===== src/rtl/scan_drv_pkg.sv =====
// Shared types and constants for the tester-side scan pattern driver.
package scan_drv_pkg;

  typedef enum logic [3:0] {
    StIdle,
    StRstLo,
    StRstHi,
    StShReq,
    StShSetup,
    StShHigh,
    StCapSetup,
    StCapHigh,
    StCapHold,
    StFin
  } state_e;

  // Beat layout: {mask1, mask0, exp1, exp0, si1, si0}
  localparam int unsigned SI_LSB   = 0;
  localparam int unsigned EXP_LSB  = 2;
  localparam int unsigned MASK_LSB = 4;

  localparam int unsigned ERR_W = 16;

endpackage


===== src/rtl/scan_resp_cmp.sv =====
// Masked compare of the unloaded scan_do bits with a saturating error counter and
// capture of the first failing beat index.
module scan_resp_cmp
  import scan_drv_pkg::*;
#(
  parameter int unsigned BEAT_W = 24
) (
  input  logic              clk,
  input  logic              rst,
  input  logic              clr_i,
  input  logic              strobe_i,
  input  logic [1:0]        scan_do_i,
  input  logic [1:0]        exp_i,
  input  logic [1:0]        mask_i,
  input  logic [BEAT_W-1:0] beat_i,
  output logic              fail_o,
  output logic [ERR_W-1:0]  err_cnt_o,
  output logic [BEAT_W-1:0] first_fail_o
);

  logic [1:0]        miss;
  logic [ERR_W:0]    sum;
  logic              fail_d, fail_q;
  logic [ERR_W-1:0]  err_d, err_q;
  logic [BEAT_W-1:0] ff_d, ff_q;

  always_comb begin
    miss   = (scan_do_i ^ exp_i) & mask_i;
    sum    = {1'b0, err_q} + (ERR_W+1)'(miss[0]) + (ERR_W+1)'(miss[1]);
    fail_d = fail_q;
    err_d  = err_q;
    ff_d   = ff_q;
    if (clr_i) begin
      fail_d = 1'b0;
      err_d  = '0;
      ff_d   = '0;
    end else if (strobe_i) begin
      err_d = sum[ERR_W] ? '1 : sum[ERR_W-1:0];
      if ((miss != 2'b00) && !fail_q) begin
        fail_d = 1'b1;
        ff_d   = beat_i;
      end
    end
  end

  always_ff @(posedge clk or posedge rst) begin
    if (rst) begin
      fail_q <= 1'b0;
      err_q  <= '0;
      ff_q   <= '0;
    end else begin
      fail_q <= fail_d;
      err_q  <= err_d;
      ff_q   <= ff_d;
    end
  end

  assign fail_o       = fail_q;
  assign err_cnt_o    = err_q;
  assign first_fail_o = ff_q;

endmodule


===== src/rtl/scan_pattern_driver.sv =====
// Tester-side scan sequencer: reset, shift rounds fed by a beat stream, capture pulses,
// and masked response checking of the unloaded chain bits.
module scan_pattern_driver
  import scan_drv_pkg::*;
#(
  parameter int unsigned CHAIN_LEN  = 64,
  parameter int unsigned PAT_W      = 16,
  parameter int unsigned RST_CYCLES = 8,
  parameter int unsigned BEAT_W     = 24
) (
  input  logic              clk,
  input  logic              rst,
  input  logic              start,
  input  logic              abort,
  input  logic [PAT_W-1:0]  pat_num,
  input  logic              pat_valid,
  output logic              pat_ready,
  input  logic [5:0]        pat_data,
  output logic              scan_mode,
  output logic              scan_se,
  output logic              scan_clk,
  output logic              scan_rstn,
  output logic [1:0]        scan_di,
  input  logic [1:0]        scan_do,
  output logic              busy,
  output logic              done,
  output logic              fail,
  output logic [ERR_W-1:0]  err_cnt,
  output logic [BEAT_W-1:0] first_fail
);

  localparam int unsigned RstCntW = (RST_CYCLES > 1) ? $clog2(RST_CYCLES) : 1;
  localparam int unsigned ShW     = (CHAIN_LEN > 1) ? $clog2(CHAIN_LEN) : 1;

  state_e             state_q;
  logic               mode_q, se_q, sclk_q, srstn_q, ready_q, busy_q, done_q;
  logic [1:0]         di_q, exp_q, mask_q;
  logic [RstCntW-1:0] rst_cnt_q;
  logic [ShW-1:0]     shift_q;
  logic [PAT_W-1:0]   round_q, npat_q;
  logic [BEAT_W-1:0]  beat_q;
  logic               cmp_clr, cmp_strobe;

  assign cmp_clr    = (state_q == StIdle) && start && !abort;
  // An abort on the sample edge drops the in-flight compare so results hold.
  assign cmp_strobe = (state_q == StShSetup) && !abort;

  always_ff @(posedge clk or posedge rst) begin
    if (rst) begin
      state_q   <= StIdle;
      mode_q    <= 1'b0;
      se_q      <= 1'b0;
      sclk_q    <= 1'b0;
      srstn_q   <= 1'b1;
      di_q      <= 2'b00;
      ready_q   <= 1'b0;
      busy_q    <= 1'b0;
      done_q    <= 1'b0;
      exp_q     <= 2'b00;
      mask_q    <= 2'b00;
      rst_cnt_q <= '0;
      shift_q   <= '0;
      round_q   <= '0;
      npat_q    <= '0;
      beat_q    <= '0;
    end else if (abort && (state_q != StIdle)) begin
      state_q <= StIdle;
      mode_q  <= 1'b0;
      se_q    <= 1'b0;
      sclk_q  <= 1'b0;
      srstn_q <= 1'b1;
      di_q    <= 2'b00;
      ready_q <= 1'b0;
      busy_q  <= 1'b0;
      done_q  <= 1'b0;
    end else begin
      done_q <= 1'b0;
      unique case (state_q)
        StIdle: begin
          if (start && !abort) begin
            npat_q    <= pat_num;
            beat_q    <= '0;
            round_q   <= '0;
            shift_q   <= '0;
            rst_cnt_q <= '0;
            busy_q    <= 1'b1;
            mode_q    <= 1'b1;
            srstn_q   <= 1'b0;
            state_q   <= StRstLo;
          end
        end
        StRstLo: begin
          if (rst_cnt_q == RstCntW'(RST_CYCLES - 1)) begin
            rst_cnt_q <= '0;
            srstn_q   <= 1'b1;
            state_q   <= StRstHi;
          end else begin
            rst_cnt_q <= rst_cnt_q + RstCntW'(1);
          end
        end
        StRstHi: begin
          if (rst_cnt_q == RstCntW'(1)) begin
            se_q    <= 1'b1;
            ready_q <= 1'b1;
            state_q <= StShReq;
          end else begin
            rst_cnt_q <= rst_cnt_q + RstCntW'(1);
          end
        end
        StShReq: begin
          if (pat_valid && ready_q) begin
            ready_q <= 1'b0;
            di_q    <= pat_data[SI_LSB +: 2];
            exp_q   <= pat_data[EXP_LSB +: 2];
            mask_q  <= pat_data[MASK_LSB +: 2];
            state_q <= StShSetup;
          end
        end
        StShSetup: begin
          sclk_q  <= 1'b1;
          state_q <= StShHigh;
        end
        StShHigh: begin
          sclk_q <= 1'b0;
          beat_q <= beat_q + BEAT_W'(1);
          if (shift_q != ShW'(CHAIN_LEN - 1)) begin
            shift_q <= shift_q + ShW'(1);
            ready_q <= 1'b1;
            state_q <= StShReq;
          end else if (round_q < npat_q) begin
            se_q    <= 1'b0;
            state_q <= StCapSetup;
          end else begin
            done_q  <= 1'b1;
            mode_q  <= 1'b0;
            se_q    <= 1'b0;
            di_q    <= 2'b00;
            state_q <= StFin;
          end
        end
        StCapSetup: begin
          sclk_q  <= 1'b1;
          state_q <= StCapHigh;
        end
        StCapHigh: begin
          sclk_q  <= 1'b0;
          state_q <= StCapHold;
        end
        StCapHold: begin
          round_q <= round_q + PAT_W'(1);
          shift_q <= '0;
          se_q    <= 1'b1;
          ready_q <= 1'b1;
          state_q <= StShReq;
        end
        StFin: begin
          busy_q  <= 1'b0;
          state_q <= StIdle;
        end
        default: state_q <= StIdle;
      endcase
    end
  end

  scan_resp_cmp #(
    .BEAT_W (BEAT_W)
  ) u_cmp (
    .clk          (clk),
    .rst          (rst),
    .clr_i        (cmp_clr),
    .strobe_i     (cmp_strobe),
    .scan_do_i    (scan_do),
    .exp_i        (exp_q),
    .mask_i       (mask_q),
    .beat_i       (beat_q),
    .fail_o       (fail),
    .err_cnt_o    (err_cnt),
    .first_fail_o (first_fail)
  );

  assign scan_mode = mode_q;
  assign scan_se   = se_q;
  assign scan_clk  = sclk_q;
  assign scan_rstn = srstn_q;
  assign scan_di   = di_q;
  assign pat_ready = ready_q;
  assign busy      = busy_q;
  assign done      = done_q;

endmodule


===== config.mk =====
export PLATFORM = sky130hd
export DESIGN_NAME = scan_pattern_driver
export DESIGN_NICKNAME = d
export VERILOG_FILES = /design/src/rtl/scan_drv_pkg.sv /design/src/rtl/scan_resp_cmp.sv /design/src/rtl/scan_pattern_driver.sv
export SDC_FILE = /design/constraint.sdc
export NUM_CORES = 1
export LEC_CHECK = 0
export ABC_AREA = 1
export CORE_UTILIZATION = 61
export CTS_CLUSTER_DIAMETER = 60
export DETAILED_ROUTE_END_ITERATION = 8
export HOLD_SLACK_MARGIN = 0.1
export PLACE_DENSITY = 0.93
export SLEW_MARGIN = 20
export SYNTH_ARGS = -nofsm -noshare
export SYNTH_HDL_FRONTEND = slang
export SYNTH_HIERARCHICAL = 1
export SYNTH_SLANG_ARGS = --single-unit

===== constraint.sdc =====
create_clock -name clk -period 5.05 [get_ports clk]
set_input_delay 0.505 -clock clk [delete_from_list [all_inputs] [get_ports clk]]
set_output_delay 0.505 -clock clk [all_outputs]
set_load 0.02 [all_outputs]

Yosys cells after proc, flatten, opt, wreduce, memory -nomap -nowiden
Cells that the tools add are included.
Word-level totals
  word-level logic and storage cells: 150
  bits in registers: 123
Cells by class
  order comparisons: 1
  muxes and demuxes: 58
  add/sub/neg operators: 6
  bitwise operators: 3
  eq/ne operators: 22
  reductions and logical operators: 41
Operators with widths (count)
  $mux 24: 4
  $mux 16: 4
  $pmux 24 s2: 1
  $pmux 4 s9: 1
  $pmux 16 s2: 1
  $mux 4: 7
  $add 24x1->24 const B: 1
  $reduce_and 4->1: 6
  $mux 1: 22
  $reduce_bool 3->1: 7
  $ne 3x3->1 const B: 6
  $pmux 6 s3: 1
  $reduce_and 3->1: 6
  $add 16x1->17: 1
  $add 17x1->17: 1
  $add 16x1->16 const B: 1
  $eq 4x3->1 const B: 4
  $lt 16x16->1: 1
  $mux 6: 2
  $reduce_bool 2->1: 5
  $mux 3: 3
  $pmux 3 s3: 1
  $eq 4x2->1 const B: 2
  $eq 4x4->1 const B: 2
  other kinds (24): 41

Logic depth before layout (Yosys ltp)
Gate-level depths: netlist of the first run.
  word-level depth: 7
  mapped depth: 15
  mapped depth without buffers: 15

Hierarchy
The synthesis of the first run kept the hierarchy.
Modules (own cells, without submodules)
  scan_pattern_driver: area each 4787.1 µm², cells an instance 628, instances 1, seq. area each 2053.2 µm²
  scan_resp_cmp: area each 2175.8 µm², cells an instance 289, instances 1, seq. area each 1026.0 µm²

Worst setup path before layout of the first run
Ideal clock, no wire load.
  path type: input to register
  start point: input scan_do[1]
  end point: register u_cmp.err_q[10] (netlist: u_cmp/err_cnt_o[10])
  arrival time: 1.954 ns
  cell stages on the path: 13
  setup time: 0.121 ns
  setup slack: 2.975 ns
  cell sequence: inv_1 nand2_1 nand3_2 fa_1 inv_1 ha_1 nand2_2 inv_1 nand3_1 nor2_4 nand2_1 nor2_1 o21ai_1
Between the ends
  cells in the longest elaborated chain, start to end: 6
RTL lines
  start: declaration: RTL line scan_pattern_driver.sv:24  | input logic [1:0] scan_do,
  $xor 2x2->2: RTL line scan_resp_cmp.sv:28  | miss = (scan_do_i ^ exp_i) & mask_i;
  $and 2x2->2: RTL line scan_resp_cmp.sv:28
  $add 17x1->17: RTL line scan_resp_cmp.sv:29  | sum = {1'b0, err_q} + (ERR_W+1)'(miss[0]) + (ERR_W+1)'(miss[1]);
  $mux 16: RTL line scan_resp_cmp.sv:38  | err_d = sum[ERR_W] ? '1 : sum[ERR_W-1:0];
  $mux 16: RTL line scan_resp_cmp.sv:37  | end else if (strobe_i) begin
  $mux 16: RTL line scan_resp_cmp.sv:33  | if (clr_i) begin
  end signal: assignment: RTL line scan_resp_cmp.sv:53  | err_q <= err_d;
  end: declaration: RTL line scan_resp_cmp.sv:24  | logic [ERR_W-1:0] err_d, err_q;
No other way between the ends. The select of a mux whose other input is x is not followed.
A chain may end at the register's enable or synchronous reset.

Worst setup path in the final report of the first run
  start point: input abort
  end point: register u_cmp.err_q[2] (netlist: u_cmp/err_cnt_o[2])
Between the ends
  cells in the longest elaborated chain, start to end: 3
RTL lines
  start: declaration: RTL line scan_pattern_driver.sv:14  | input logic abort,
  $logic_not 1->1: RTL line scan_pattern_driver.sv:46  | assign cmp_strobe = (state_q == StShSetup) && !abort;
  $logic_and 1x1->1: RTL line scan_pattern_driver.sv:46
  named net cmp_strobe: RTL line scan_pattern_driver.sv:42  | logic cmp_clr, cmp_strobe;
  $reduce_bool 2->1 (no source line)
The timed path passes the listed nets, and every way through them passes these cells.

==> metrics.md, run 1 <==
| Metric | Value |
|---|---|
| Critical Path End Type | `flop` |
| Cts hold-fix bufs | `0` |
| Buf/Inv on CP | `2` |
| Via Count | `6545` |
| Multi-input gate area | `3230 um2` |
| Core box area | `between 10000 and 15000 um2` |
| Storage element area | `3080 um2` |
| Tot GR Track Use | `between 30% and 40%` |
| Drt total wl | `about 18000 um` |
| CP startpoint kind | `input port` |
| CTS sink count | `approximately 120` |
| Worst Path Max Fanout | `16` |
| I/O Pins | `79` |
| Fin util | `between 70% and 80%` |
| Ant diodes | `0` |
| Vias/cell | `5.67` |
| Slowest CP cell | `nor2_1` |
| Setup bufs post-CTS | `0` |
| Routed WL per cell | `15.3 um` |
| Sequential share of the synthesized area | `about 44%` |
| CTS buffer count | `17` |
| GP Congestion | `~0.94` |
| Global-route wire length before repair | `between 20000 and 30000 um` |
| First-iteration detailed-routing DRC count | `about 630` |
| Site Rows | `38` |
| Max_cap viols | `0` |
| Leakage | `~4.0 nW` |
| Residual DRC | `0` |
| Slew of the pin with the lowest slew margin | `1010 ps` |
| Pwr Density | `roughly 420 nW/um2` |
| Full die area | `around 12000 um2` |
| Crit path kind | `in2reg` |
| Post-Synthesis Cells | `between 900 and 1k` |
| EDFF count, synth | `0` |
| Initial Utilization | `a little under two thirds` |
| # fillers | `about 730` |
| Synth unique cells | `47` |
| Max-slew violation count | `0` |
| Die Height | `between 100 and 150 um` |
| Largest net degree at the start of global routing | `68` |
| Vias in the first global route | `between 6k and 7k` |
| Post-cts resize count | `0` |
| Post-DP HPWL | `between 10000 and 15000 um` |
| Fmax | `about 0.38 GHz` |
| Worst-skew pair later-pin latency | `between 400 and 500 ps` |
| Max_slew headroom | `between 30% and 40%` |
| Post-synth design cell area | `approximately 7000 um2` |
| Final hold viol count | `0` |
| Status | `finished, final reports clean` |
| Synthesized Nets | `between 900 and 1k` |
| H-tree levels | `4` |
| Clock-pin slew on the worst setup and hold paths | `60 ps` |
| Worst min-delay path category | `in2async` |
| Setup TNS | `0 ps` |
| Total grt overflow | `0` |
| Clock skew | `6.95 ps` |
| Crit path required time | `roughly 5400 ps` |
| Share of layout cells above drive strength 1 | `slightly above 8%` |
| Buffers added on ports | `slightly below 80` |
| CTS max path bufs | `2` |
| Setup WS post-layout | `between 2000 and 2500 ps` |
| Post-Place Worst Slack | `just over 2000 ps` |
| Die width | `109 um` |
| Fraction of registers with async set/reset | `between 90% and 100%` |
| Nets@finish | `1053` |
| Yosys reg bits | `123` |
| Final worst-path cycle share | `between 50% and 60%` |
| Drt pass-1 iters | `7` |
| Fin crit period | `2640 ps` |
| Clock root buffer master | `clkbuf_16` |
| Crit path max-delay family | `simple AND/OR/NAND/NOR gates` |
| CTS tree | `done` |
| Worst stage delay on the critical path | `approximately 800 ps` |
| ANT nets after route | `0` |
| WP data arrival | `2990 ps` |
| Final number of setup-violating endpoints | `0` |
| Ys Warns | `6` |
| RSZ-0062 raised after global routing | `no` |
| Most common cell after layout, fill and taps aside | `nand2_1` |
| Antenna violations before repair | `0` |
| Most frequent cells in the layout | `nand2_1 (244), inv_1 (140), dfrtp_1 (122)` |
| Tot Pwr | `between 3 and 4 mW` |
| Layout Area Growth over Synthesis | `22.2%` |
| Ys flop type | `dfrtp_1` |
| Crit path cell chain | `clkdlybuf4s50_1, nor4_1, inv_1, nor2_1, o21ai_0, nand2_1` |
| Syn_area_per_cell | `about 7.6 um2` |
| Peak VDD IR | `roughly 300 uV` |
-- where the power goes --
part / total [mW] / switching (mW) / internal (mW)
registers: 1.21 / 0.0848 / 1.13
logic: 0.995 / 0.675 / 0.320
clock network: 1.35 / 0.463 / 0.890
-- flip-flops by register name, summed over array words and instances (netlist names), 2 cells and up --
register            cells
beat_q                 24
exp_q                   2
mask_q                  2
npat_q                 16
round_q                16
rst_cnt_q               3
scan_di                 2
shift_q                 6
state_q                 4
u_cmp/err_cnt_o        16
u_cmp/first_fail_o     24
-- worst paths after layout --
check	depth (start not counted)	end	slack [ps]	startpoint
setup / recovery	6	u_cmp/err_cnt_o[2]$_DFFE_PP0P_	2410	abort
hold / removal	2	exp_q[0]$_DFFE_PP0P_	420	rst
setup reg to reg	7	u_cmp/err_cnt_o[2]$_DFFE_PP0P_	2410	state_q[3]$_DFFE_PP0P_
hold reg to reg	2	scan_rstn$_DFFE_PP1P_	470	scan_rstn$_DFFE_PP1P_
max in group asynchronous	3	npat_q[12]$_DFFE_PP0P_	3500	rst
min in group clk	2	scan_rstn$_DFFE_PP1P_	470	scan_rstn$_DFFE_PP1P_
-- cell usage after synthesis, types with 4 or more instances --
master / count / area (um2)
nand2_1: 244 / 916
a21oi_1: 30 / 150
nor2_1: 77 / 289
inv_2: 5 / 18.8
clkbuf_1: 5 / 18.8
or2_2: 5 / 31.3
nand4_1: 18 / 113
xor2_1: 9 / 78.8
o31ai_1: 4 / 30.0
buf_2: 5 / 25.0
nand3_1: 48 / 240
mux2_2: 4 / 45.0
nor2_2: 5 / 31.3
nor4_1: 4 / 25.0
inv_1: 141 / 529
nand3_2: 4 / 40.0
dfrtp_1: 122 / 3050
nor3_1: 24 / 120
o21bai_1: 4 / 30.0
o21ai_1: 13 / 65.1
nand2_2: 8 / 50.1
o21ai_0: 78 / 390
ha_1: 22 / 275
-- worst register-to-register path, stage by stage (launching register included) --
cell and delay, ps:
dfrtp_1 410, inv_1 130, nand2_2 150, nor4_1 510, inv_1 160, nor2_1 800, o21ai_0 270, nand2_1 120
-- cell type report --
type | count | area share [%]
Tap cell | 140 | 2.06
Timing Repair Buffer | 81 | 9.44
Sequential cell | 123 | 36.2
Inverter | 148 | 6.60
Clock buffer | 18 | 5.16
Multi-Input combinational cell | 630 | 38.0
Clock inverter | 14 | 2.59
-- metrics by stage --
stage | instance area, um2 | instances | hold slack (ps)
after global placement | 7850 | 1122 | 461
after global routing | 8510 | 1154 | 429
after CTS | 8510 | 1154 | 414
after detailed placement | 7850 | 1122 | 462
final | 8510 | 1154 | 417
after floorplan | 6960 | 917 | 442
-- cell families after synthesis --
| kind of cell | Yosys count | synth area share (%) |
|---|---|---|
| compound gates | 137 | 10.5 |
| xor+xnor | 12 | 1.51 |
| fa+ha+maj | 23 | 4.24 |
| buf+inv | 164 | 9.43 |
| flops | 123 | 44.2 |
| mux | 4 | 0.647 |
| simple gates | 454 | 29.4 |
-- layer usage --
layer / vias to the layer above / wire, um / global-route usage [%] / part of all wire [%]
li1: 3101 / - / - / -
met1: 3032 / 7080 / 40.7 / 40
met2: 358 / 8480 / 54.2 / 48
met3: 54 / 1620 / 7.29 / 9.2
met4: 0 / 417 / 12.5 / 2.4
met5: - / 0 / 0 / 0
(Power assumes the default switching activity.)
==> run 2, diff against run 1 <==
CORE_UTILIZATION = 51   (was 61)
PLACE_DENSITY = 0.83   (was 0.93)
clock period = 2.2 ns   (was 5.05 ns; I/O delays follow)
==> run 2 against run 1 <==
  * Clock skew increased by 1.6 ps
  * Sequential share of layout area decreased by 1.0 points
  * Cell area increased by 3.0%
  * Register-to-register slack got worse by 2300 ps
  * Critical path type is now reg2reg
  * Critical endpoint is now u_cmp/err_cnt_o[10]$_DFFE_PP0P_
==> metrics.md, run 2 (synthesized netlist as in run 1, its figures left out) <==
| Metric | Value |
|---|---|
| Clock-pin slew on the worst setup and hold paths | `60 ps (about the same)` |
| # fillers | `1110 (+52%)` |
| Vias in the first global route | `6058 (-6.2%)` |
| Slew of the pin with the lowest slew margin | `642 ps (-371 ps)` |
| R2R Setup Slk | `120 ps (-2290 ps)` |
| Ant diodes | `0 (unchanged)` |
| Total grt overflow | `0 (unchanged)` |
| Layout Area Growth over Synthesis | `25.8%` |
| Largest net degree at the start of global routing | `44 (-35%)` |
| Cts hold-fix bufs | `0 (unchanged)` |
| Setup WS post-layout | `123 ps (-2290 ps)` |
| Tot GR Track Use | `25.7% (-6.6 points)` |
| Drt pass-1 iters | `5 (-2)` |
| Post-Place Worst Slack | `-290 ps (-2360 ps)` |
| Site Rows | `42 (+11%)` |
| Worst Path Max Fanout | `4 (-12)` |
| Peak VDD IR | `589 uV (+96%)` |
| First-iteration detailed-routing DRC count | `447 (-29%)` |
| H-tree levels | `4 (unchanged)` |
| Leakage | `4.12 nW (+2.9%)` |
| Nets@finish | `1077 (+2.3%)` |
| Core box area | `13300 um2 (+21%)` |
| Crit path kind | `reg2reg` |
| Clock skew | `8.50 ps (+1.56 ps)` |
| Worst-skew pair later-pin latency | `420 ps (about the same)` |
| Worst stage delay on the critical path | `390 ps (-410 ps)` |
| Vias/cell | `5.24 (-7.6%)` |
| Clock root buffer master | `clkbuf_16` |
| Share of layout cells above drive strength 1 | `11.0% (+2.7 points)` |
| Fin util | `65.9% (-12 points)` |
| WP data arrival | `2380 ps (-610 ps)` |
| Most frequent cells in the layout | `nand2_1 (244), inv_1 (139), dfrtp_1 (122)` |
| Residual DRC | `0 (unchanged)` |
| Status | `finished, final reports clean` |
| R2r endpoint | `u_cmp/err_cnt_o[10]$_DFFE_PP0P_` |
| Final number of setup-violating endpoints | `0 (unchanged)` |
| Critical Path End Type | `flop` |
| Slowest CP cell | `dfrtp_1` |
| Global-route wire length before repair | `28800 um (-2.5%)` |
| Fin crit period | `2080 ps` |
| Crit path cell chain | `inv_1, nand2_1, nand3_2, fa_2, inv_2, ha_4, nand2_4, inv_1, nand3_2, nor2_4, nand2_1, nor2_1, o21ai_1` |
| Initial Utilization | `52.4% (-11 points)` |
| Reg-to-reg startpoint | `exp_q[1]$_DFFE_PP0P_` |
| Final worst-path cycle share | `a little over nine tenths` |
| Antenna violations before repair | `0 (unchanged)` |
| GP Congestion | `0.919 (-2.4%)` |
| Worst min-delay path category | `in2async` |
| Most common cell after layout, fill and taps aside | `nand2_1` |
| Final hold viol count | `0 (unchanged)` |
| Crit path required time | `2510 ps (-2890 ps)` |
| R2R depth | `13 (+6)` |
| Via Count | `6364 (-2.8%)` |
| Die width | `119 um (+9.2%)` |
| ANT nets after route | `0 (unchanged)` |
| Max_slew headroom | `57.1% (+25 points)` |
| CTS buffer count | `17 (unchanged)` |
| CP startpoint kind | `flop` |
| CTS max path bufs | `2 (unchanged)` |
| Post-DP HPWL | `11800 um (-2.0%)` |
| Buffers added on ports | `78 (unchanged)` |
| Drt total wl | `16700 um (-5.4%)` |
| CTS sink count | `123 (unchanged)` |
| I/O Pins | `79 (unchanged)` |
| Max-slew violation count | `0 (unchanged)` |
| Full die area | `14100 um2 (+19%)` |
| Fmax | `0.481 GHz` |
| Crit path max-delay family | `simple AND/OR/NAND/NOR gates` |
| Buf/Inv on CP | `3 (+1)` |
| Pwr Density | `910 nW/um2 (+120%)` |
| CTS tree | `done` |
| Max_cap viols | `0 (unchanged)` |
| Die Height | `119 um (+9.2%)` |
| Setup TNS | `0 ps (unchanged)` |
| Routed WL per cell | `13.7 um (-10%)` |
-- run 2: worst max path at each step --
stage / startpoint / endpoint / slack (ps) / depth (start not counted)
2_1_floorplan: u_cmp/err_cnt_o[0]$_DFFE_PP0P_ / u_cmp/err_cnt_o[10]$_DFFE_PP0P_ / 240 / 11
3_5_place_dp: scan_do[1] / u_cmp/err_cnt_o[6]$_DFFE_PP0P_ / -290 / 13
3_3_place_gp: scan_do[1] / u_cmp/err_cnt_o[6]$_DFFE_PP0P_ / -230 / 13
5_1_grt: exp_q[1]$_DFFE_PP0P_ / u_cmp/err_cnt_o[10]$_DFFE_PP0P_ / -20 / 13
4_1_cts: exp_q[1]$_DFFE_PP0P_ / u_cmp/err_cnt_o[10]$_DFFE_PP0P_ / 20 / 13
6_report: exp_q[1]$_DFFE_PP0P_ / u_cmp/err_cnt_o[10]$_DFFE_PP0P_ / 120 / 13
-- run 2: repair_timing --
item                                    in CTS  in global routing
buffers inserted                             0                  2
gates resized for setup                      4                  6
pin swaps                                    1                  5
endpoints found under the setup margin       4                 41
-- run 2: metal layers --
layer	track usage (%)	vias up	routed length [um]
met4	9.89	0	276
met2	41.3	193	7920
met3	5.03	26	772
met5	0	-	0
met1	34.3	2979	7690
li1	-	3166	-
-- run 2: final cells by class --
class	instances	area [um2]	area share, %
Inverter	148	564	6.44
Tap cell	176	220	2.51
Clock inverter	11	116	1.33
Clock buffer	21	470	5.37
Timing Repair Buffer	105	1030	11.8
Multi-Input combinational cell	630	3280	37.4
Sequential cell	123	3080	35.2
-- run 2: power breakdown --
part	switching [mW]	internal [mW]	total, mW
logic	1.56	0.871	2.43
clock network	0.998	1.75	2.74
registers	0.209	2.59	2.80
-- run 2: through the flow --
| stage | std cells | power (mW) | cell area (um2) | hold slack (ps) |
|---|---|---|---|---|
| floorplan | 917 | 4.47 | 6970 | 337 |
| global placement | 1180 | 5.17 | 8120 | 460 |
| detailed placement | 1180 | 5.22 | 8120 | 467 |
| CTS | 1212 | 8.00 | 8710 | 223 |
| global route | 1214 | 8.47 | 8760 | 249 |
| finish | 1214 | 7.98 | 8760 | 212 |
==> run 3, diff against run 2 <==
CORE_MARGIN = 2   (was default)
CTS_CLUSTER_SIZE = 8   (was default)
MAX_ROUTING_LAYER = met4   (was default)
==> run 3 against run 2 <==
  * Sequential share of layout area hardly changed
  * Clock skew is 0.54 ps lower
  * Flip-flop and latch count stayed put
  * Cell count stayed put
  * Sequential power hardly changed
  * Critical path type unchanged
  * Critical endpoint is now u_cmp/err_cnt_o[8]$_DFFE_PP0P_
  * Largest power group is now clock
==> metrics.md, run 3 (synthesized netlist as in run 1, its figures left out) <==
| Metric | Value |
|---|---|
| Drt total wl | `17500 um (+4.8%)` |
| Post-DP HPWL | `12500 um (+6.3%)` |
| Slew of the pin with the lowest slew margin | `663 ps (+20.7 ps)` |
| I/O Pins | `79 (unchanged)` |
| Worst setup path end | `u_cmp/err_cnt_o[8]$_DFFE_PP0P_` |
| H-tree levels | `4 (unchanged)` |
| Fin crit period | `2050 ps (-29.4 ps)` |
| Ant diodes | `0 (unchanged)` |
| Max_cap viols | `0 (unchanged)` |
| Hold WS | `219 ps (+7.78 ps)` |
| Site Rows | `42 (unchanged)` |
| CP startpoint kind | `flop` |
| Worst min-delay path category | `in2async` |
| WP data arrival | `2350 ps (-30 ps)` |
| Vias/cell | `5.37 (+2.5%)` |
| Final hold viol count | `0 (unchanged)` |
| Clock skew | `7.96 ps (-0.543 ps)` |
| Total grt overflow | `0 (unchanged)` |
| Nets@finish | `1077 (unchanged)` |
| Die Height | `121 um (+1.7%)` |
| GP Congestion | `0.928 (+0.95%)` |
| Fin util | `66.0% (+0.085 points)` |
| # fillers | `1087 (-2.1%)` |
| Largest net degree at the start of global routing | `42 (-4.5%)` |
| Routed WL per cell | `14.4 um (+4.8%)` |
| R2R Setup Slk | `150 ps (+30 ps)` |
| Via Count | `6521 (+2.5%)` |
| Status | `finished, final reports clean` |
| CTS buffer count | `17 (unchanged)` |
| Pwr Density | `932 nW/um2 (+2.4%)` |
| Max_slew headroom | `55.7% (-1.4 points)` |
| Tot GR Track Use | `26.2% (+0.52 points)` |
| Die width | `121 um (+1.7%)` |
| ANT nets after route | `0 (unchanged)` |
| CTS sink count | `123 (unchanged)` |
| Crit path kind | `reg2reg` |
| Antenna violations before repair | `0 (unchanged)` |
| CTS max path bufs | `2 (unchanged)` |
| Fmax | `0.488 GHz (+1.4%)` |
| Most common cell after layout, fill and taps aside | `nand2_1` |
| RSZ-0062 raised after global routing | `no` |
| Tot Pwr | `8.18 mW (+2.5%)` |
| Share of layout cells above drive strength 1 | `11.0% (unchanged)` |
| Buffers added on ports | `78 (unchanged)` |
| Worst-skew pair later-pin latency | `420 ps (about the same)` |
| First-iteration detailed-routing DRC count | `635 (+42%)` |
| Setup TNS | `0 ps (unchanged)` |
| Critical Path End Type | `flop` |
| Full die area | `14600 um2 (+3.4%)` |
| Vias in the first global route | `6119 (+1.0%)` |
| Fin area | `8770 um2 (+0.13%)` |
| Leakage | `4.11 nW (-0.33%)` |
| Max-slew violation count | `0 (unchanged)` |
| Clock root buffer master | `clkbuf_16` |
| Final worst-path cycle share | `93.1% (-1.3 points)` |
| Placed Area | `8100 um2 (-0.22%)` |
| Worst Path Max Fanout | `3 (-1)` |
| Most frequent cells in the layout | `nand2_1 (244), inv_1 (139), dfrtp_1 (122)` |
| Global-route wire length before repair | `29300 um (+1.6%)` |
| Initial Utilization | `52.4% (unchanged)` |
| Reg-to-reg startpoint | `exp_q[1]$_DFFE_PP0P_` |
| Final number of setup-violating endpoints | `0 (unchanged)` |
| Drt pass-1 iters | `5 (unchanged)` |
| Crit path from | `exp_q[1]$_DFFE_PP0P_` |
| Layout Area Growth over Synthesis | `26.0%` |
| Peak VDD IR | `640 uV (+8.6%)` |
| R2R depth | `11 (-2)` |
| Crit path required time | `2500 ps (about the same)` |
| Residual DRC | `0 (unchanged)` |
| Clock-pin slew on the worst setup and hold paths | `60 ps (about the same)` |
| R2r endpoint | `u_cmp/err_cnt_o[8]$_DFFE_PP0P_` |
| Core box area | `13300 um2 (unchanged)` |
| CTS tree | `done` |
-- run 3: cell type report --
type,count,area (um2),share of cell area (%)
inverters,148,564,6.43
multi-input cells,630,3250,37.1
well taps,176,220,2.51
repair buffers,105,1020,11.6
clock inverters,14,194,2.21
flip-flops and latches,123,3080,35.1
clock buffers,18,439,5.01
-- run 3: per-layer routing --
layer,global-route usage [%],routed length [um]
met5,-,0
met4,9.52,409
met3,5.85,1240
met2,40.2,8080
met1,34.3,7720
-- run 3: critical path, cell delays in order (launching register included) --
cell,delay [ps]
dfrtp_1,390
nand2_1,80
nand3_2,100
fa_2,380
inv_2,80
ha_2,180
nand2_2,100
nor2_4,120
nand2_2,110
xor2_1,160
o21bai_1,150
nand2_1,70
-- run 3: how the worst min path moves through the flow --
stage,startpoint,end,cells after the start
2_1_floorplan,pat_num[0],npat_q[0]$_DFFE_PP0P_,2
3_3_place_gp,scan_rstn$_DFFE_PP1P_,scan_rstn$_DFFE_PP1P_,2
3_5_place_dp,scan_rstn$_DFFE_PP1P_,scan_rstn$_DFFE_PP1P_,2
4_1_cts,rst,scan_se$_DFFE_PP0P_,2
5_1_grt,rst,scan_se$_DFFE_PP0P_,2
6_report,rst,npat_q[2]$_DFFE_PP0P_,2
-- run 3: power breakdown --
group	switching [mW]	internal [mW]	total (mW)
combinational	1.57	0.837	2.40
sequential	0.200	2.59	2.79
clock	1.06	1.93	2.98
-- run 3: stage by stage --
step / instances / setup WS [ps]
detailed placement: 1180 / -341
CTS: 1212 / 52.5
global route: 1214 / 14.8
floorplan: 917 / 237
global placement: 1180 / -235
finish: 1214 / 152
-- run 3: repair_timing --
action | 4_1_cts | 5_1_grt
setup endpoints to repair | 2 | 27
gates cloned | 0 | 0
hold endpoints to repair | 0 | 0
pin swaps | 0 | 2
buffers inserted | 0 | 2
gates resized for setup | 1 | 7
hold buffers | 0 | 0
